### config.mk
export PLATFORM = sky130hd
export DESIGN_NAME = hazard_scoreboard_flat
export DESIGN_NICKNAME = d
export VERILOG_FILES = /design/src/rtl/hazard_scoreboard_if.sv /design/src/rtl/hazard_scoreboard.sv /design/src/flat_wrapper.sv
export SDC_FILE = /design/constraint.sdc
export NUM_CORES = 1
export LEC_CHECK = 0
export ABC_AREA = 0
export CELL_PAD_IN_SITES_DETAIL_PLACEMENT = 1
export CELL_PAD_IN_SITES_GLOBAL_PLACEMENT = 1
export CORE_AREA = 3 3 113 82
export CTS_CLUSTER_SIZE = 30
export DETAILED_ROUTE_END_ITERATION = 16
export DIE_AREA = 0 0 116 85
export PLACE_DENSITY_LB_ADDON = 0.1
export SLEW_MARGIN = 40
export SYNTH_ARGS = -nofsm -noshare
export SYNTH_HDL_FRONTEND = slang
export SYNTH_SLANG_ARGS = --single-unit
### constraint.sdc
create_clock -name CLK -period 4.6 [get_ports CLK]
set_clock_uncertainty 0.15 [all_clocks]
set_input_delay 0.69 -clock CLK [delete_from_list [all_inputs] [get_ports CLK]]
set_output_delay 0.69 -clock CLK [all_outputs]
set_load 0.005 [all_outputs]
### src/rtl/hazard_scoreboard_if.sv
// hazard_scoreboard_if: pipeline-side signal bundle of the hazard unit
// Carries the D/E/M/W register fields and controls, the multi-cycle unit
// handshakes and every hazard-unit output. master = pipeline, slave = hazard unit.
interface hazard_scoreboard_if #(
    parameter int REG_AW = 4,
    parameter int NUM_MC = 2,
    parameter int CNT_W  = 16
);
    localparam int NUM_REGS = 2**REG_AW;
    logic [REG_AW-1:0]        RA1D, RA2D, WA3D;
    logic                     RegWriteD;
    logic [NUM_MC-1:0]        McReqD;
    logic [REG_AW-1:0]        RA1E, RA2E, WA3E;
    logic                     RegWriteE, MemtoRegE;
    logic [NUM_MC-1:0]        McStartE;
    logic [REG_AW-1:0]        RA2M, WA3M;
    logic                     RegWriteM, MemWriteM, MemtoRegM, CacheReadyM;
    logic [REG_AW-1:0]        WA3W;
    logic                     RegWriteW, MemtoRegW;
    logic                     PCSrcE;
    logic [NUM_MC*REG_AW-1:0] McWA3;
    logic [NUM_MC-1:0]        McDone;
    logic                     CntClr;
    logic [1:0]               ForwardAE, ForwardBE;
    logic                     ForwardM;
    logic                     StallF, StallD, StallE, StallM;
    logic                     FlushD, FlushE;
    logic [NUM_MC-1:0]        McGrant, McBusy;
    logic [NUM_REGS-1:0]      Pending;
    logic [CNT_W-1:0]         StallCount;

    modport master (
        output RA1D, RA2D, WA3D, RegWriteD, McReqD,
        output RA1E, RA2E, WA3E, RegWriteE, MemtoRegE, McStartE,
        output RA2M, WA3M, RegWriteM, MemWriteM, MemtoRegM, CacheReadyM,
        output WA3W, RegWriteW, MemtoRegW, PCSrcE, McWA3, McDone, CntClr,
        input  ForwardAE, ForwardBE, ForwardM, StallF, StallD, StallE, StallM,
        input  FlushD, FlushE, McGrant, McBusy, Pending, StallCount
    );

    modport slave (
        input  RA1D, RA2D, WA3D, RegWriteD, McReqD,
        input  RA1E, RA2E, WA3E, RegWriteE, MemtoRegE, McStartE,
        input  RA2M, WA3M, RegWriteM, MemWriteM, MemtoRegM, CacheReadyM,
        input  WA3W, RegWriteW, MemtoRegW, PCSrcE, McWA3, McDone, CntClr,
        output ForwardAE, ForwardBE, ForwardM, StallF, StallD, StallE, StallM,
        output FlushD, FlushE, McGrant, McBusy, Pending, StallCount
    );
endinterface

### src/rtl/hazard_scoreboard.sv
// hazard_scoreboard: forwarding, stall/flush control and multi-cycle unit scoreboard for the 5-stage pipeline
// Ports: CLK (rising edge), RESETn (asynchronous active-low), bus (hazard_scoreboard_if.slave):
//   inputs  - D/E/M/W register fields and controls, unit start/done/dest, CntClr
//   outputs - ForwardAE/BE/M, StallF/D/E/M, FlushD/E, McGrant, McBusy, Pending, StallCount
module hazard_scoreboard #(
    parameter int REG_AW = 4,
    parameter int NUM_MC = 2,
    parameter int CNT_W  = 16
) (
    input logic                CLK,
    input logic                RESETn,
    hazard_scoreboard_if.slave bus
);
    localparam int NUM_REGS = 2**REG_AW;

    logic [NUM_MC-1:0]   busy, issue, req, grant;
    logic [NUM_REGS-1:0] pending, pend_set, pend_clr;
    logic [CNT_W-1:0]    stall_count;
    logic                ldrstall, cachestall, scbstall, stall_d;

    assign bus.ForwardAE = (bus.RegWriteM && bus.RA1E == bus.WA3M) ? 2'b10 :
                           (bus.RegWriteW && bus.RA1E == bus.WA3W) ? 2'b01 : 2'b00;
    assign bus.ForwardBE = (bus.RegWriteM && bus.RA2E == bus.WA3M) ? 2'b10 :
                           (bus.RegWriteW && bus.RA2E == bus.WA3W) ? 2'b01 : 2'b00;
    assign bus.ForwardM  = (bus.RA2M == bus.WA3W) & bus.MemWriteM & bus.MemtoRegW & bus.RegWriteW;

    assign ldrstall   = ((bus.RA1D == bus.WA3E) | (bus.RA2D == bus.WA3E)) & bus.MemtoRegE & bus.RegWriteE;
    assign cachestall = bus.MemtoRegM & bus.RegWriteM & ~bus.CacheReadyM;
    assign issue      = bus.McStartE & {NUM_MC{~cachestall}};

    // Writeback arbitration: isolate the lowest set request bit (x & -x).
    assign req   = bus.McDone & busy & {NUM_MC{~cachestall}};
    assign grant = req & (~req + NUM_MC'(1));

    assign scbstall = pending[bus.RA1D] | pending[bus.RA2D]
                    | (bus.RegWriteD & pending[bus.WA3D])
                    | ((|bus.McStartE) & bus.RegWriteD & (bus.WA3D == bus.WA3E))
                    | (|(bus.McReqD & busy & ~grant));

    // A grant steals the W write port, so D holds and E gets a bubble that cycle.
    assign stall_d    = ldrstall | scbstall | cachestall | ((|grant) & ~bus.PCSrcE);
    assign bus.StallF = stall_d;
    assign bus.StallD = stall_d;
    assign bus.StallE = cachestall;
    assign bus.StallM = cachestall;
    assign bus.FlushD = bus.PCSrcE;
    assign bus.FlushE = ldrstall | bus.PCSrcE | (|grant) | (scbstall & ~cachestall);

    assign bus.McGrant    = grant;
    assign bus.McBusy     = busy;
    assign bus.Pending    = pending;
    assign bus.StallCount = stall_count;

    always_comb begin
        pend_set = '0;
        pend_clr = '0;
        for (int i = 0; i < NUM_MC; i++) begin
            if (issue[i]) pend_set[bus.McWA3[i*REG_AW +: REG_AW]] = 1'b1;
            if (grant[i]) pend_clr[bus.McWA3[i*REG_AW +: REG_AW]] = 1'b1;
        end
    end

    // Set is applied after clear so a same-cycle issue to a retiring register keeps it pending.
    always_ff @(posedge CLK or negedge RESETn) begin
        if (!RESETn) begin
            busy        <= '0;
            pending     <= '0;
            stall_count <= '0;
        end else begin
            busy        <= (busy & ~grant) | issue;
            pending     <= (pending & ~pend_clr) | pend_set;
            stall_count <= bus.CntClr ? '0 :
                           (stall_d && !(&stall_count)) ? stall_count + CNT_W'(1) : stall_count;
        end
    end
endmodule

### src/flat_wrapper.sv
// flat-port wrapper written by rule: the top's interface ports become plain ports
module hazard_scoreboard_flat 
#(
    parameter int REG_AW = 4,
    parameter int NUM_MC = 2,
    parameter int CNT_W  = 16
)
  (CLK, RESETn, bus_RA1D, bus_RA2D, bus_WA3D, bus_RegWriteD, bus_McReqD, bus_RA1E, bus_RA2E, bus_WA3E, bus_RegWriteE, bus_MemtoRegE, bus_McStartE, bus_RA2M, bus_WA3M, bus_RegWriteM, bus_MemWriteM, bus_MemtoRegM, bus_CacheReadyM, bus_WA3W, bus_RegWriteW, bus_MemtoRegW, bus_PCSrcE, bus_McWA3, bus_McDone, bus_CntClr, bus_ForwardAE, bus_ForwardBE, bus_ForwardM, bus_StallF, bus_StallD, bus_StallE, bus_StallM, bus_FlushD, bus_FlushE, bus_McGrant, bus_McBusy, bus_Pending, bus_StallCount);
  hazard_scoreboard_if #(.REG_AW(REG_AW), .NUM_MC(NUM_MC), .CNT_W(CNT_W)) bus_i ();
  input logic CLK;
  input logic RESETn;
  input wire logic [$bits(bus_i.RA1D)-1:0] bus_RA1D;
  input wire logic [$bits(bus_i.RA2D)-1:0] bus_RA2D;
  input wire logic [$bits(bus_i.WA3D)-1:0] bus_WA3D;
  input wire logic [$bits(bus_i.RegWriteD)-1:0] bus_RegWriteD;
  input wire logic [$bits(bus_i.McReqD)-1:0] bus_McReqD;
  input wire logic [$bits(bus_i.RA1E)-1:0] bus_RA1E;
  input wire logic [$bits(bus_i.RA2E)-1:0] bus_RA2E;
  input wire logic [$bits(bus_i.WA3E)-1:0] bus_WA3E;
  input wire logic [$bits(bus_i.RegWriteE)-1:0] bus_RegWriteE;
  input wire logic [$bits(bus_i.MemtoRegE)-1:0] bus_MemtoRegE;
  input wire logic [$bits(bus_i.McStartE)-1:0] bus_McStartE;
  input wire logic [$bits(bus_i.RA2M)-1:0] bus_RA2M;
  input wire logic [$bits(bus_i.WA3M)-1:0] bus_WA3M;
  input wire logic [$bits(bus_i.RegWriteM)-1:0] bus_RegWriteM;
  input wire logic [$bits(bus_i.MemWriteM)-1:0] bus_MemWriteM;
  input wire logic [$bits(bus_i.MemtoRegM)-1:0] bus_MemtoRegM;
  input wire logic [$bits(bus_i.CacheReadyM)-1:0] bus_CacheReadyM;
  input wire logic [$bits(bus_i.WA3W)-1:0] bus_WA3W;
  input wire logic [$bits(bus_i.RegWriteW)-1:0] bus_RegWriteW;
  input wire logic [$bits(bus_i.MemtoRegW)-1:0] bus_MemtoRegW;
  input wire logic [$bits(bus_i.PCSrcE)-1:0] bus_PCSrcE;
  input wire logic [$bits(bus_i.McWA3)-1:0] bus_McWA3;
  input wire logic [$bits(bus_i.McDone)-1:0] bus_McDone;
  input wire logic [$bits(bus_i.CntClr)-1:0] bus_CntClr;
  output wire logic [$bits(bus_i.ForwardAE)-1:0] bus_ForwardAE;
  output wire logic [$bits(bus_i.ForwardBE)-1:0] bus_ForwardBE;
  output wire logic [$bits(bus_i.ForwardM)-1:0] bus_ForwardM;
  output wire logic [$bits(bus_i.StallF)-1:0] bus_StallF;
  output wire logic [$bits(bus_i.StallD)-1:0] bus_StallD;
  output wire logic [$bits(bus_i.StallE)-1:0] bus_StallE;
  output wire logic [$bits(bus_i.StallM)-1:0] bus_StallM;
  output wire logic [$bits(bus_i.FlushD)-1:0] bus_FlushD;
  output wire logic [$bits(bus_i.FlushE)-1:0] bus_FlushE;
  output wire logic [$bits(bus_i.McGrant)-1:0] bus_McGrant;
  output wire logic [$bits(bus_i.McBusy)-1:0] bus_McBusy;
  output wire logic [$bits(bus_i.Pending)-1:0] bus_Pending;
  output wire logic [$bits(bus_i.StallCount)-1:0] bus_StallCount;
  assign bus_i.RA1D = bus_RA1D;
  assign bus_i.RA2D = bus_RA2D;
  assign bus_i.WA3D = bus_WA3D;
  assign bus_i.RegWriteD = bus_RegWriteD;
  assign bus_i.McReqD = bus_McReqD;
  assign bus_i.RA1E = bus_RA1E;
  assign bus_i.RA2E = bus_RA2E;
  assign bus_i.WA3E = bus_WA3E;
  assign bus_i.RegWriteE = bus_RegWriteE;
  assign bus_i.MemtoRegE = bus_MemtoRegE;
  assign bus_i.McStartE = bus_McStartE;
  assign bus_i.RA2M = bus_RA2M;
  assign bus_i.WA3M = bus_WA3M;
  assign bus_i.RegWriteM = bus_RegWriteM;
  assign bus_i.MemWriteM = bus_MemWriteM;
  assign bus_i.MemtoRegM = bus_MemtoRegM;
  assign bus_i.CacheReadyM = bus_CacheReadyM;
  assign bus_i.WA3W = bus_WA3W;
  assign bus_i.RegWriteW = bus_RegWriteW;
  assign bus_i.MemtoRegW = bus_MemtoRegW;
  assign bus_i.PCSrcE = bus_PCSrcE;
  assign bus_i.McWA3 = bus_McWA3;
  assign bus_i.McDone = bus_McDone;
  assign bus_i.CntClr = bus_CntClr;
  assign bus_ForwardAE = bus_i.ForwardAE;
  assign bus_ForwardBE = bus_i.ForwardBE;
  assign bus_ForwardM = bus_i.ForwardM;
  assign bus_StallF = bus_i.StallF;
  assign bus_StallD = bus_i.StallD;
  assign bus_StallE = bus_i.StallE;
  assign bus_StallM = bus_i.StallM;
  assign bus_FlushD = bus_i.FlushD;
  assign bus_FlushE = bus_i.FlushE;
  assign bus_McGrant = bus_i.McGrant;
  assign bus_McBusy = bus_i.McBusy;
  assign bus_Pending = bus_i.Pending;
  assign bus_StallCount = bus_i.StallCount;
  hazard_scoreboard #(.REG_AW(REG_AW), .NUM_MC(NUM_MC), .CNT_W(CNT_W)) u_core (.CLK(CLK), .RESETn(RESETn), .bus(bus_i));
endmodule
==> results by group <==
Placed design
  – DP Area: 4010 um^2
  – Hpwl dp: 8660 um
  – GP Congestion: 0.870
  – IO Port Bufs: 109
  – Cell count after placement: 535

CTS
  – Clock Path Buffers: 2
  – CTS clock-pin slew for the worst setup and hold paths: 0.06 ns
  – CTS hold repair buffers: 0
  – Post-CTS sizing: 3
  – Clk sinks: 34
  – Post-CTS Setup Bufs: 0
  – CTS tree: yes
  – H-tree Lvls: 2
  – Root buffer cell: clkbuf_16
  – Clk_lat worst skew: 0.28 ns
  – Num CTS Buffers: 5

Yosys
  – Register area share after synthesis: 0.305
  – Syn_nets: 385
  – Top cells by area, synth: dfrtp_1, nand2_1, xnor2_1
  – Synth async-reset ratio: 1.00
  – Number of synthesized flops with an enable pin: 0
  – Synth top area share: 0.305
  – Number of library cell types mapped by synthesis: 52
  – Yosys reg bits: 34
  – Largest area contributor in the netlist: dfrtp_1
  – Synth Instances: 321
  – Top_reg_cell synth: dfrtp_1
  – Yosys warns: 0
  – Post-Syn Area: 2790 um^2
  – Post-Syn Area per Cell: 8.70 um^2

STA
  – Max_slew headroom: 0.523
  – Final Cycle Share: 0.975
  – Fin crit period: 4.49 ns
  – Slew @ Worst Pin: 0.711 ns
  – Final hold vios: 0
  – Final Slew Violations: 0
  – RSZ-0062 raised after global routing: no
  – # setup viols final: 0
  – Achievable Freq: 223 MHz

Critical path
  – Worst setup SP type: input port
  – Worst Path Required: 3.76 ns
  – CP Class: input port to primary output
  – Critical Path End Type: primary output
  – Worst path arrival time: 3.65 ns
  – Worst Path Max Fanout: 2

Power and ir drop
  – Total Power: 1.24 mW
  – Pwr dens: 296 nW/um^2
  – Leakage: 1.56 nW
  – Max IR drop VDD: 0.166 mV

Routing
  – WL/cell: 20.5 um
  – Via count: 3137
  – Pre-antenna DRT Iters: 5
  – Post-route ant nets: 0
  – Initial DRC Count: 289
  – Drt total wl: 11100 um
  – # DRC: 0
  – Drt via density: 5.78

Finish
  – Share of layout cells above drive strength 1: 0.0868
  – Post-layout net count: 501
  – N_diodes: 0
  – Design Area, Final: 4180 um^2
  – Area delta synth->final: 49.7%
  – Finished Layout Cells: 543

GRT
  – Vias in the first global route: 3281
  – Initial antenna violation count: 0
  – First-pass GRT wire length: 17700 um
  – Maximum number of pins on one net before global-route repair: 35
  – GRT Total Usage: 0.226
  – GR Overflow Total: 0

Status
  – Status: completed

Floorplan
  – Die Ht: 85 um
  – Die ar.: 9860 um^2
  – Num rows: 28
  – Num ports: 110
  – Starting density of the core: 0.335
  – Core Region: 8340 um^2
  – Horiz. Die Dim: 116 um

Job
  – MaxCap Viol Count: 0

Worst hold path
  – Hold Crit Class: register to register
[report_power, final]
part / switching, mW / internal (mW)
combinational: 0.201 / 0.271
sequential: 0.0832 / 0.346
clock: 0.135 / 0.201
total: 0.419 / 0.818
[synthesized netlist by cell type (2+ instances only)]
| master | count |
|---|---|
| o31ai_1 | 3 |
| nand3b_1 | 2 |
| o221ai_1 | 16 |
| a311o_1 | 2 |
| buf_4 | 3 |
| nand4_1 | 6 |
| nor4_1 | 5 |
| nor3_1 | 5 |
| or2_2 | 2 |
| nand3_1 | 13 |
| nor2_1 | 24 |
| or3_1 | 11 |
| a32oi_1 | 4 |
| a21oi_1 | 16 |
| nand2_1 | 45 |
| o22ai_1 | 2 |
| and2_1 | 2 |
| xnor2_1 | 19 |
| o21ai_0 | 11 |
| buf_2 | 2 |
| a22oi_1 | 14 |
| mux2_2 | 4 |
| dfrtp_1 | 34 |
| nor2b_1 | 6 |
| mux4_2 | 5 |
| mux2i_1 | 8 |
| clkbuf_1 | 3 |
| buf_6 | 3 |
| nand2b_1 | 5 |
| xor2_1 | 14 |
| inv_1 | 6 |
| and3_1 | 3 |
| nor4b_1 | 2 |
| or4_1 | 3 |
[final timing paths]
path                                                start                         to  slack, ns  cells after the start
worst max-delay path                          bus_RA1D[1]                 bus_FlushE       0.11                      8
worst min-delay path            u_core.bus.StallCount[12]  u_core.bus.StallCount[12]       0.43                      2
worst max register to register     u_core.bus.Pending[14]   u_core.bus.StallCount[1]       1.45                      9
worst min register to register  u_core.bus.StallCount[12]  u_core.bus.StallCount[12]       0.43                      2
max in group asynchronous                          RESETn  u_core.bus.StallCount[14]       3.27                      2
min in group asynchronous                          RESETn      u_core.bus.Pending[5]       0.69                      2
[worst max-delay path, cell delays in order]
cell and delay [ns]:
clkdlybuf4s50_1 0.51, mux4_2 0.50, a311o_1 0.38, or4_4 0.58, nor4_4 0.29, a21oi_1 0.09
or3_1 0.32, dlygate4sd2_1 0.28
[registers in the layout (all words and copies together) (netlist names)]
name                   flops
u_core.bus.Pending        16
u_core.bus.StallCount     16
u_core.bus.McBusy          2
[per-layer routing]
metal,track usage,vias to the layer above,share of wire
met5,0,-,0
met2,0.348,131,0.45
met4,0.0485,0,0.0092
met3,0.0592,10,0.085
met1,0.322,1550,0.46
li1,-,1446,-
[layout by cell type (no fill, tap or decap), types with 2 or more instances in the layout]
cell type	netlist	layout
a22oi_1	14	13
nand2b_1	5	5
mux4_2	5	5
dfrtp_1	34	34
nor3_1	5	5
a311o_1	2	2
a21oi_1	16	16
clkdlybuf4s50_1	0	108
xnor2_1	19	19
a32oi_1	4	4
and2_1	2	2
nand2_1	45	45
nand3_1	13	13
nand3b_1	2	2
or3_1	11	11
o21ai_0	11	11
nor2b_1	6	6
o22ai_1	2	2
mux2i_1	8	8
o31ai_1	3	3
nor4_1	5	4
xor2_1	14	14
nor4b_1	2	2
buf_4	3	13
o221ai_1	16	16
clkbuf_16	0	5
or2_2	2	2
nor2_1	24	24
mux2_2	4	4
nand4_1	6	6
or4_1	3	3
and3_1	3	3
inv_1	6	6
[area by class of cell]
type                       count  area, um^2
clock buffer                   6         129
clock inverter                 2        13.8
fill                         979        4160
inverter                       6        22.5
multi-input combinational    268        1840
sequential                    34         851
tap                          105         131
timing repair buffer         122        1190
[logic make-up (layout without fill, tap and decap cells)]
| kind of cell | count (synthesis) | count (layout) | share of synthesized area |
|---|---|---|---|
| simple gates | 138 | 138 | 0.248 |
| compound gates | 78 | 78 | 0.200 |
| flops | 34 | 34 | 0.305 |
| xor+xnor | 33 | 33 | 0.104 |
| buf+inv | 19 | 136 | 0.0444 |
| mux | 18 | 18 | 0.0946 |
| fa+ha+maj | 1 | 1 | 0.00448 |
[stage by stage]
stage	util	setup TNS, ns	setup WS [ns]	hold slack, ns
global route	0.501	0	0.00758	0.459
floorplan	-	0	0.909	0.244
finish	0.501	0	0.115	0.426
CTS	0.500	0	0.0603	0.428
detailed placement	0.481	-0.149	-0.149	0.416
global placement	0.481	-0.0975	-0.0975	0.387
Note: power is estimated with default switching activity, not from simulation.
